===== config.mk =====
export PLATFORM = sky130hd
export DESIGN_NAME = mole_scheduler
export DESIGN_NICKNAME = d
export VERILOG_FILES = /design/src/rtl/mole_scheduler.sv
export SDC_FILE = /design/constraint.sdc
export NUM_CORES = 1
export LEC_CHECK = 0
export CORE_ASPECT_RATIO = 0.8
export CORE_MARGIN = 5
export CORE_UTILIZATION = 45
export CTS_BUF_LIST = sky130_fd_sc_hd__clkbuf_2
export DETAILED_ROUTE_END_ITERATION = 12
export HOLD_SLACK_MARGIN = 0.1
export MAX_ROUTING_LAYER = met4
export PLACE_DENSITY = 0.73
export SLEW_MARGIN = 25
export SYNTH_ARGS = -nofsm -noshare
export SYNTH_HDL_FRONTEND = slang
export SYNTH_SLANG_ARGS = --single-unit

===== constraint.sdc =====
create_clock -name clk -period 2.2 [get_ports clk]
set_clock_uncertainty 0.1 [all_clocks]
set_input_delay 0.22 -clock clk [delete_from_list [all_inputs] [get_ports clk]]
set_output_delay 0.22 -clock clk [all_outputs]
set_load 0.05 [all_outputs]

===== src/rtl/mole_scheduler.sv =====
// mole_scheduler
//
// Round sequencer for the whack-a-mole datapath. While the game FSM holds
// game_active high, this block waits out an idle gap, pops one mole on a
// pseudo-random hole, times its visibility window, judges the player's
// button press and reports the verdict as a one-cycle hit_miss code. It
// keeps the score and the number of judged rounds, and raises rounds_done
// once the configured number of rounds has been played.
//
// Parameters:
//   NUM_HOLES       number of holes/buttons (power of two, 2..16)
//   MOLE_UP_CYCLES  mole visibility window in clocks (>= 4)
//   GAP_CYCLES      idle gap between moles in clocks (>= 1)
//   GAME_ROUNDS     moles per game (>= 1)
//   SCORE_W         score width
//
// Ports:
//   clk          clock
//   reset        synchronous, active-high reset
//   game_active  level, high while the game FSM is playing
//   buttons      debounced, active-high button levels
//   ack          one-cycle pulse: hit/miss feedback display finished
//   moles        one-hot visible mole, zero when none
//   hit_miss     00 none, 01 hit, 10 miss; one-cycle pulse
//   score        hits this game, saturating
//   round_count  rounds judged this game
//   rounds_done  level, high once all rounds of the game are judged
//
// Build option:
//   MOLE_SPEEDUP_EN  when defined, the visibility window shrinks by 1/8
//                    after every hit (floored at a quarter of
//                    MOLE_UP_CYCLES) and is restored at each game start.
//                    When undefined the window is the constant
//                    MOLE_UP_CYCLES.

module mole_scheduler #(
    parameter int NUM_HOLES      = 4,
    parameter int MOLE_UP_CYCLES = 50_000_000,
    parameter int GAP_CYCLES     = 25_000_000,
    parameter int GAME_ROUNDS    = 20,
    parameter int SCORE_W        = 8
) (
    input  logic                             clk,
    input  logic                             reset,
    input  logic                             game_active,
    input  logic [NUM_HOLES-1:0]             buttons,
    input  logic                             ack,
    output logic [NUM_HOLES-1:0]             moles,
    output logic [1:0]                       hit_miss,
    output logic [SCORE_W-1:0]               score,
    output logic [$clog2(GAME_ROUNDS+1)-1:0] round_count,
    output logic                             rounds_done
);

    localparam int HOLE_W = $clog2(NUM_HOLES);
    localparam int RC_W   = $clog2(GAME_ROUNDS + 1);
    localparam int GAP_W  = $clog2(GAP_CYCLES + 1);
    localparam int UP_W   = $clog2(MOLE_UP_CYCLES + 1);

    localparam logic [GAP_W-1:0]   GAP_LOAD    = GAP_W'(GAP_CYCLES - 1);
    localparam logic [GAP_W-1:0]   GAP_ONE     = GAP_W'(1);
    localparam logic [UP_W-1:0]    UP_MAX      = UP_W'(MOLE_UP_CYCLES);
    localparam logic [UP_W-1:0]    UP_ONE      = UP_W'(1);
    localparam logic [RC_W-1:0]    ROUNDS_LAST = RC_W'(GAME_ROUNDS);
    localparam logic [RC_W-1:0]    RC_ONE      = RC_W'(1);
    localparam logic [SCORE_W-1:0] SCORE_ONE   = SCORE_W'(1);
    localparam logic [HOLE_W-1:0]  HOLE_ONE    = HOLE_W'(1);

    localparam logic [15:0] LFSR_SEED = 16'hACE1;
    localparam logic [15:0] LFSR_MASK = 16'hB400;

    localparam logic [1:0] HM_NONE = 2'b00;
    localparam logic [1:0] HM_HIT  = 2'b01;
    localparam logic [1:0] HM_MISS = 2'b10;

    typedef enum logic [2:0] {
        S_IDLE,
        S_GAP,
        S_UP,
        S_REPORT,
        S_WAIT_ACK,
        S_DONE
    } state_t;

    state_t state;
    state_t state_next;

    logic [15:0]          lfsr;
    logic [GAP_W-1:0]     gap_cnt;
    logic [UP_W-1:0]      up_cnt;
    logic [UP_W-1:0]      up_limit;
    logic [HOLE_W-1:0]    hole;
    logic [HOLE_W-1:0]    hole_cand;
    logic [NUM_HOLES-1:0] buttons_q;
    logic [NUM_HOLES-1:0] press;
    logic [NUM_HOLES-1:0] press_q;
    logic                 gap_last;
    logic                 up_last;
    logic                 start_game;
    logic                 gap_load;
    logic                 hole_latch;
    logic                 report_exit;
    logic [1:0]           verdict;

    assign gap_last = (gap_cnt == '0);
    assign up_last  = (up_cnt == '0);

    // Rising-edge detect against the previous cycle's buttons, so a button
    // that is already held when the mole appears never counts as a press.
    assign press = buttons & ~buttons_q;

    // Candidate hole from the LFSR; a back-to-back repeat is bumped to the
    // next hole, wrapping naturally because NUM_HOLES is a power of two.
    always_comb begin
        hole_cand = lfsr[HOLE_W-1:0];
        if (hole_cand == hole) begin
            hole_cand = hole_cand + HOLE_ONE;
        end
    end

    // State register.
    always_ff @(posedge clk) begin
        if (reset) begin
            state <= S_IDLE;
        end else begin
            state <= state_next;
        end
    end

    // Next-state logic and the per-transition strobes used by the datapath.
    // Dropping game_active anywhere in a running round aborts to IDLE.
    always_comb begin
        state_next  = state;
        start_game  = 1'b0;
        gap_load    = 1'b0;
        hole_latch  = 1'b0;
        report_exit = 1'b0;
        verdict     = HM_NONE;
        case (state)
            S_IDLE: begin
                if (game_active) begin
                    start_game = 1'b1;
                    gap_load   = 1'b1;
                    state_next = S_GAP;
                end
            end
            S_GAP: begin
                if (!game_active) begin
                    state_next = S_IDLE;
                end else if (gap_last) begin
                    hole_latch = 1'b1;
                    state_next = S_UP;
                end
            end
            S_UP: begin
                // A registered press is judged ahead of the timeout, so a
                // press seen on the last window cycle still wins.
                if (!game_active) begin
                    state_next = S_IDLE;
                end else if (press_q != '0) begin
                    verdict    = (press_q == moles) ? HM_HIT : HM_MISS;
                    state_next = S_REPORT;
                end else if (up_last) begin
                    verdict    = HM_MISS;
                    state_next = S_REPORT;
                end
            end
            S_REPORT: begin
                if (!game_active) begin
                    state_next = S_IDLE;
                end else begin
                    report_exit = 1'b1;
                    state_next  = S_WAIT_ACK;
                end
            end
            S_WAIT_ACK: begin
                if (!game_active) begin
                    state_next = S_IDLE;
                end else if (ack) begin
                    if (round_count == ROUNDS_LAST) begin
                        state_next = S_DONE;
                    end else begin
                        gap_load   = 1'b1;
                        state_next = S_GAP;
                    end
                end
            end
            S_DONE: begin
                if (!game_active) begin
                    state_next = S_IDLE;
                end
            end
            default: begin
                state_next = S_IDLE;
            end
        endcase
    end

`ifdef MOLE_SPEEDUP_EN
    localparam logic [UP_W-1:0] UP_FLOOR = UP_MAX >> 2;

    logic [UP_W-1:0] up_shrunk;

    assign up_shrunk = up_limit - (up_limit >> 3);

    // Window shortens after each hit, never below a quarter of the full
    // window, and is restored when a new game starts.
    always_ff @(posedge clk) begin
        if (reset) begin
            up_limit <= UP_MAX;
        end else if (start_game) begin
            up_limit <= UP_MAX;
        end else if (report_exit && (hit_miss == HM_HIT)) begin
            up_limit <= (up_shrunk > UP_FLOOR) ? up_shrunk : UP_FLOOR;
        end
    end
`else
    assign up_limit = UP_MAX;
`endif

    // Free-running Galois LFSR; it advances in every state so the hole
    // sequence depends on how long the player takes between moles.
    always_ff @(posedge clk) begin
        if (reset) begin
            lfsr <= LFSR_SEED;
        end else if (lfsr[0]) begin
            lfsr <= {1'b0, lfsr[15:1]} ^ LFSR_MASK;
        end else begin
            lfsr <= {1'b0, lfsr[15:1]};
        end
    end

    // Button edge register. press_q only captures edges while the mole is
    // up, so presses during the gap are never judged.
    always_ff @(posedge clk) begin
        if (reset) begin
            buttons_q <= '0;
            press_q   <= '0;
        end else begin
            buttons_q <= buttons;
            press_q   <= (state == S_UP) ? press : '0;
        end
    end

    // Gap and visibility counters count down to zero; zero marks the last
    // cycle of the phase.
    always_ff @(posedge clk) begin
        if (reset) begin
            gap_cnt <= GAP_LOAD;
            up_cnt  <= UP_MAX - UP_ONE;
        end else begin
            if (gap_load) begin
                gap_cnt <= GAP_LOAD;
            end else if ((state == S_GAP) && !gap_last) begin
                gap_cnt <= gap_cnt - GAP_ONE;
            end
            if (hole_latch) begin
                up_cnt <= up_limit - UP_ONE;
            end else if ((state == S_UP) && !up_last) begin
                up_cnt <= up_cnt - UP_ONE;
            end
        end
    end

    // Registered outputs, driven from the next state so they line up with
    // the state they belong to.
    always_ff @(posedge clk) begin
        if (reset) begin
            hole        <= '0;
            moles       <= '0;
            hit_miss    <= HM_NONE;
            rounds_done <= 1'b0;
        end else begin
            if (hole_latch) begin
                hole  <= hole_cand;
                moles <= NUM_HOLES'(1) << hole_cand;
            end else if (state_next != S_UP) begin
                moles <= '0;
            end
            hit_miss    <= (state_next == S_REPORT) ? verdict : HM_NONE;
            rounds_done <= (state_next == S_DONE);
        end
    end

    // Score and round counter: cleared at game start, updated when REPORT
    // completes normally, and simply held across an abort.
    always_ff @(posedge clk) begin
        if (reset) begin
            score       <= '0;
            round_count <= '0;
        end else if (start_game) begin
            score       <= '0;
            round_count <= '0;
        end else if (report_exit) begin
            round_count <= round_count + RC_ONE;
            if ((hit_miss == HM_HIT) && (score != '1)) begin
                score <= score + SCORE_ONE;
            end
        end
    end

endmodule


==> impl_metrics.json, run 1 <==
{
  "drcViolationCount": 0,
  "finalHoldViolations": 0,
  "cts-root-buf": "clkbuf_2",
  "synth_fp_nets": 501,
  "grt_overflow": 0,
  "numCtsBuffers": 9,
  "place.gp.congestion": 0.856,
  "clk-insertion-delay-late_ps": 630,
  "register_area_sq_um": 2010,
  "status": "finished, final reports clean",
  "wirelength_um": 9980,
  "ioPinCount": 28,
  "die-area_sq_um": 12000,
  "synth_top_area_share_pct": 45.0,
  "cts_sinks": 100,
  "antenna_left": 0,
  "crit_path_start_kind": "flop",
  "setup_viol": 0,
  "synthArstFlopShare_pct": 0,
  "cp.arrival_ps": 2620,
  "tightest_slew_ps": 497,
  "grt_pass1_vias": 3746,
  "cts_buffer_depth": 2,
  "peakVddDrop_mv": 0.450,
  "worstPathMaxFanout": 7,
  "critPathKind": "reg2reg",
  "synth_ff_type": "dfxtp_1",
  "netlist_area_sq_um": 4450,
  "drv_slew": 0,
  "yosysTopAreaCell": "dfxtp_1",
  "rsz0062_at_grt": "yes",
  "antenna_found_initial": 1,
  "hpwl_um": 7160,
  "fp.dieW_um": 121,
  "drive_above_1_share_pct": 19.2,
  "max-cap-violations": 0,
  "vias": 3824,
  "synthCells": 487,
  "ys_seq_elements": 100,
  "max_clock_freq_mhz": 464,
  "track_usage_pct": 17.7,
  "start_util_pct": 46.1,
  "p_leak_nw": 2.01,
  "cts_tree": "built",
  "grt_first_pass_wirelength_um": 17000,
  "synth_commonest_cells": "100 x dfxtp_1, 35 x nand2_1, 33 x nor2_1",
  "port-buffer-count": 27,
  "drtPass1Iterations": 4,
  "synth_area_leaders": "dfxtp_1 45%, xnor2_1 3.7%, nand2_1 3.0%, or4_1 2.9%, nor2_1 2.8%",
  "cp-end-kind": "flop",
  "drtIter0Drc": 138,
  "rows": 32,
  "yosysUniqueCellTypes": 53,
  "multi_input_area_sq_um": 2430,
  "vias_per_cell": 5.42,
  "core_sq_um": 9650,
  "grt_max_degree": 26,
  "area_delta_synth_final_pct": 23.7,
  "post-route-util_pct": 57.1,
  "dpl-instance-area_sq_um": 5190,
  "finalCritPeriodShare_pct": 97.9,
  "nets": 577,
  "synth_edf_count": 0,
  "fin_area_sq_um": 5510,
  "h-tree-depth": 3,
  "synth.avg_cell_area_sq_um": 9.14,
  "synth.yosys.warnings": 0,
  "detail_route.wl_per_cell_um": 14.2,
  "die_y_um": 99.0,
  "cts.reportedPaths.clkPinSlew_ps": 300,
  "min_period_ps": 2150,
  "required_ps": 2660,
  "worstHoldPathType": "in2reg",
  "p_total_mw": 2.88,
  "synth_most_common_cell": "dfxtp_1",
  "whs_ps": 210,
  "slew_headroom_pct": 66.5,
  "p_per_area_nw_per_um2": 523,
  "final.fill_count": 853,
  "ys_seq_area_share_pct": 45.0
}
==> logic make-up (layout without fill, tap and decap cells) <==
| group | after synthesis | in the layout | share of synthesized area, % |
|---|---|---|---|
| mux | 5 | 5 | 1.12 |
| compound gates | 83 | 83 | 12.4 |
| other cells | 0 | 1 | 0 |
| buf+inv | 30 | 111 | 3.01 |
| xor+xnor | 31 | 31 | 6.10 |
| flops | 100 | 100 | 45.0 |
| fa+ha+maj | 6 | 6 | 1.69 |
| simple gates | 232 | 232 | 30.7 |
==> path summary, 6_finish.rpt <==
path	start	endpoint	slack [ps]	cells after the start
hold reg to reg	buttons_q[2]	press_q[2]	310	1
setup / recovery	gap_cnt[5]	gap_cnt[17]	50	6
hold / removal	reset	lfsr[13]	210	3
setup reg to reg	gap_cnt[5]	gap_cnt[17]	50	6
==> report_power, final <==
| part | total [mW] | internal [mW] | switching [mW] |
|---|---|---|---|
| registers | 1.86 | 1.85 | 0.0111 |
| clock network | 0.894 | 0.193 | 0.702 |
| logic | 0.130 | 0.0627 | 0.0669 |
==> layout make-up <==
cell class	count	share of cell area (%)
inverter	9	0.614
sequential	100	36.5
tap	136	3.09
clock buffer	9	0.818
clock inverter	7	1.45
multi-input combinational	357	44.1
timing repair buffer	86	13.4
antenna	1	0.0455
==> critical path: stages (launching register included) <==
cell and delay, ps:
dfxtp_2 390, or4b_4 550, nor4_4 190, o21ai_4 140, buf_4 180, or4_4 410, a21oi_2 130
==> per-layer routing <==
layer | vias to the layer above | track usage (%) | wire (um)
met5 | - | - | 0
met2 | 54 | 28.0 | 4760
met4 | 0 | 4.31 | 114
met1 | 1803 | 22.5 | 4770
li1 | 1957 | - | -
met3 | 10 | 4.88 | 335
==> sequential cells by signal (all words and copies together) (netlist names) <==
| signal | count |
|---|---|
| moles | 4 |
| round_count | 5 |
| gap_cnt | 25 |
| buttons_q | 4 |
| up_cnt | 26 |
| hit_miss | 2 |
| lfsr | 16 |
| hole | 2 |
| press_q | 4 |
| state | 3 |
| rounds_done | 1 |
| score | 8 |
==> metrics by stage <==
stage                     setup TNS (ps)  std cells  setup WS, ps
after floorplan                        0        487          80.8
after global placement                 0        679          37.0
after detailed placement           -6.52        679         -6.52
after CTS                          -4.17        701         -4.17
after global routing               -92.1        705         -28.7
final                                  0        705          46.7
==> repair_timing <==
item,4_1_cts,5_1_grt
gates resized for setup,21,27
pin swaps,0,2
hold buffers,4,0
endpoints found under the setup margin,23,40
setup buffers,2,3
endpoints found under the hold margin,8,0
==> cell usage in the layout (no fill, tap or decap), types with 3 or more instances in the layout <==
master | synthesis | routed
nor4_4 | 2 | 3
nor4_1 | 19 | 14
xor2_1 | 12 | 12
nor2_1 | 33 | 32
inv_1 | 9 | 9
nand3b_1 | 5 | 5
xnor2_1 | 19 | 19
dfxtp_2 | 0 | 4
o211ai_1 | 11 | 11
o41ai_1 | 3 | 3
or4_1 | 17 | 15
nor2b_1 | 14 | 14
or3_1 | 17 | 17
a21oi_1 | 12 | 11
clkbuf_2 | 1 | 9
nor3_1 | 14 | 13
and2_1 | 5 | 5
o31a_1 | 5 | 5
nand4_1 | 15 | 15
nand2b_1 | 5 | 5
dfxtp_1 | 100 | 96
dlygate4sd3_1 | 0 | 4
o31ai_1 | 14 | 14
o21a_1 | 6 | 6
dlygate4sd2_1 | 0 | 18
o21ai_0 | 17 | 17
or2_2 | 8 | 8
ha_1 | 6 | 5
clkdlybuf4s50_1 | 0 | 7
and4_1 | 4 | 3
nor4_2 | 1 | 5
nand3_1 | 18 | 18
mux2i_1 | 5 | 5
buf_4 | 1 | 51
o21ai_1 | 6 | 6
nor3b_1 | 6 | 5
nand2_1 | 35 | 35
Power figures use the tool's default switching activity.
==> run 2: changes to the inputs <==
--- a/config.mk
+++ b/config.mk
@@ -6,7 +6,7 @@
 export NUM_CORES = 1
 export LEC_CHECK = 0
 export CORE_ASPECT_RATIO = 0.8
-export CORE_MARGIN = 5
+export CORE_MARGIN = 2
 export CORE_UTILIZATION = 45
 export CTS_BUF_LIST = sky130_fd_sc_hd__clkbuf_2
 export DETAILED_ROUTE_END_ITERATION = 12
==> run 2 against run 1 <==
Net effect: register-to-register slack got worse by 40 ps; clock-buffer cell count unchanged; non-clock buffer count increased by 2; via count grew 3.6%; combinational power is 5% higher; final cell count rose by 0.28%; critical path depth stayed put; global-route usage grew 2.1 points; highest routed layer unchanged; sequential power is essentially flat.
==> impl_metrics.json, run 2 (same netlist as run 1, synthesis figures left out) <==
{
  "status": "finished, final reports clean",
  "wirelength_um": 10600,
  "core_sq_um": 9650,
  "die-area_sq_um": 10700,
  "rsz0062_at_grt": "yes",
  "final_common_cell": "dfxtp_1",
  "crit_path_start_kind": "flop",
  "track_usage_pct": 19.8,
  "min_period_ps": 2200,
  "cts_tree": "built",
  "required_ps": 2630,
  "numCtsBuffers": 9,
  "h-tree-depth": 3,
  "tightest_slew_ps": 543,
  "fin_area_sq_um": 5570,
  "top_regs": "up_cnt x26, gap_cnt x25, lfsr x16",
  "grt_overflow": 0,
  "fin_setup_tns_ps": 0,
  "stdcell_count": 707,
  "antenna_left": 0,
  "regMostFlops": "up_cnt",
  "finalCritPeriodShare_pct": 99.8,
  "dp_cells": 673,
  "grt_pass1_vias": 3534,
  "worstPathMaxFanout": 5,
  "peakVddDrop_mv": 0.362,
  "hpwl_um": 6990,
  "cp-end-kind": "flop",
  "area_delta_synth_final_pct": 25.2,
  "critPathKind": "reg2reg",
  "setup_viol": 0,
  "p_leak_nw": 2.03,
  "grt_first_pass_wirelength_um": 16500,
  "slew_headroom_pct": 63.3,
  "finalHoldViolations": 0,
  "drtPass1Iterations": 5,
  "vias_per_cell": 5.60,
  "worstHoldPathType": "in2reg",
  "drive_above_1_share_pct": 21.4,
  "fp.dieW_um": 115,
  "place.gp.congestion": 0.914,
  "grt_max_degree": 26,
  "port-buffer-count": 27,
  "clk-insertion-delay-late_ps": 590,
  "antenna_cells": 0,
  "top_layer": "met4",
  "wl_met1_um": 5070,
  "drv_slew": 0,
  "detail_route.wl_per_cell_um": 15.0,
  "vias": 3960,
  "cts_sinks": 100,
  "routed-wl-met2_um": 4990,
  "die_y_um": 93.0,
  "cp.arrival_ps": 2630,
  "wl_met3_um": 422,
  "p_per_area_nw_per_um2": 516,
  "rows": 32,
  "max-cap-violations": 0,
  "max_clock_freq_mhz": 455,
  "drcViolationCount": 0,
  "cts.reportedPaths.clkPinSlew_ps": 310,
  "drtIter0Drc": 251,
  "dpl-instance-area_sq_um": 5120,
  "largest_register_ffs": 26,
  "p_total_mw": 2.88,
  "post-route-util_pct": 57.7,
  "start_util_pct": 46.1,
  "antenna_found_initial": 0,
  "ioPinCount": 28,
  "nets": 580,
  "mostFrequentLayoutCells": "92 x dfxtp_1, 53 x buf_4, 35 x nand2_1, 32 x nor2_1, 19 x xnor2_1",
  "cts_buffer_depth": 2,
  "cts-root-buf": "clkbuf_2"
}
## run 2: report_power, final
group | switching [mW] | total, mW | internal, mW
Clock | 0.689 | 0.885 | 0.196
Combinational | 0.0711 | 0.136 | 0.0650
Sequential | 0.0104 | 1.86 | 1.85
Total | 0.770 | 2.88 | 2.11
## run 2: cell type report
class                   instances  area (sq um)
clock buffers                   9          45.0
clock inverters                 7          76.3
fillers                       860          4080
inverters                       9          33.8
multi-input cells             358          2490
flip-flops and latches        100          2010
well taps                     136           170
repair buffers                 88           739
## run 2: critical path, cell delays in order (launching register included)
cell	delay, ps
dfxtp_2	400
or4b_4	550
nor4_4	220
buf_4	180
o21ai_2	80
or4_1	470
a21oi_1	150
## run 2: repair_timing
item,in CTS,in global routing
cloned,1,1
buffers inserted,2,10
setup endpoints to repair,29,56
endpoints found under the hold margin,4,0
gates resized for setup,27,38
hold buffers,4,0
pin swaps,2,8
## run 2: metal layers
metal / global-route usage (%) / up-vias
li1: - / 1958
met1: 26.6 / 1896
met2: 29.6 / 90
met3: 5.04 / 16
met4: 5.32 / 0
met5: - / -
## run 2: worst paths after layout
path	start	slack [ps]	cells after the start	to
min reg2reg	buttons_q[0]	310	1	press_q[0]
min	game_active	290	4	state[2]
max reg2reg	state[1]	4	6	gap_cnt[23]
max	state[1]	4	6	gap_cnt[23]
## run 2: per-stage QoR
stage | hold slack (ps) | setup slack, ps
floorplan | 199 | 80.8
global placement | 278 | 33.6
detailed placement | 277 | -63.4
CTS | 232 | 3.43
global route | 242 | -82.5
finish | 285 | 4.17
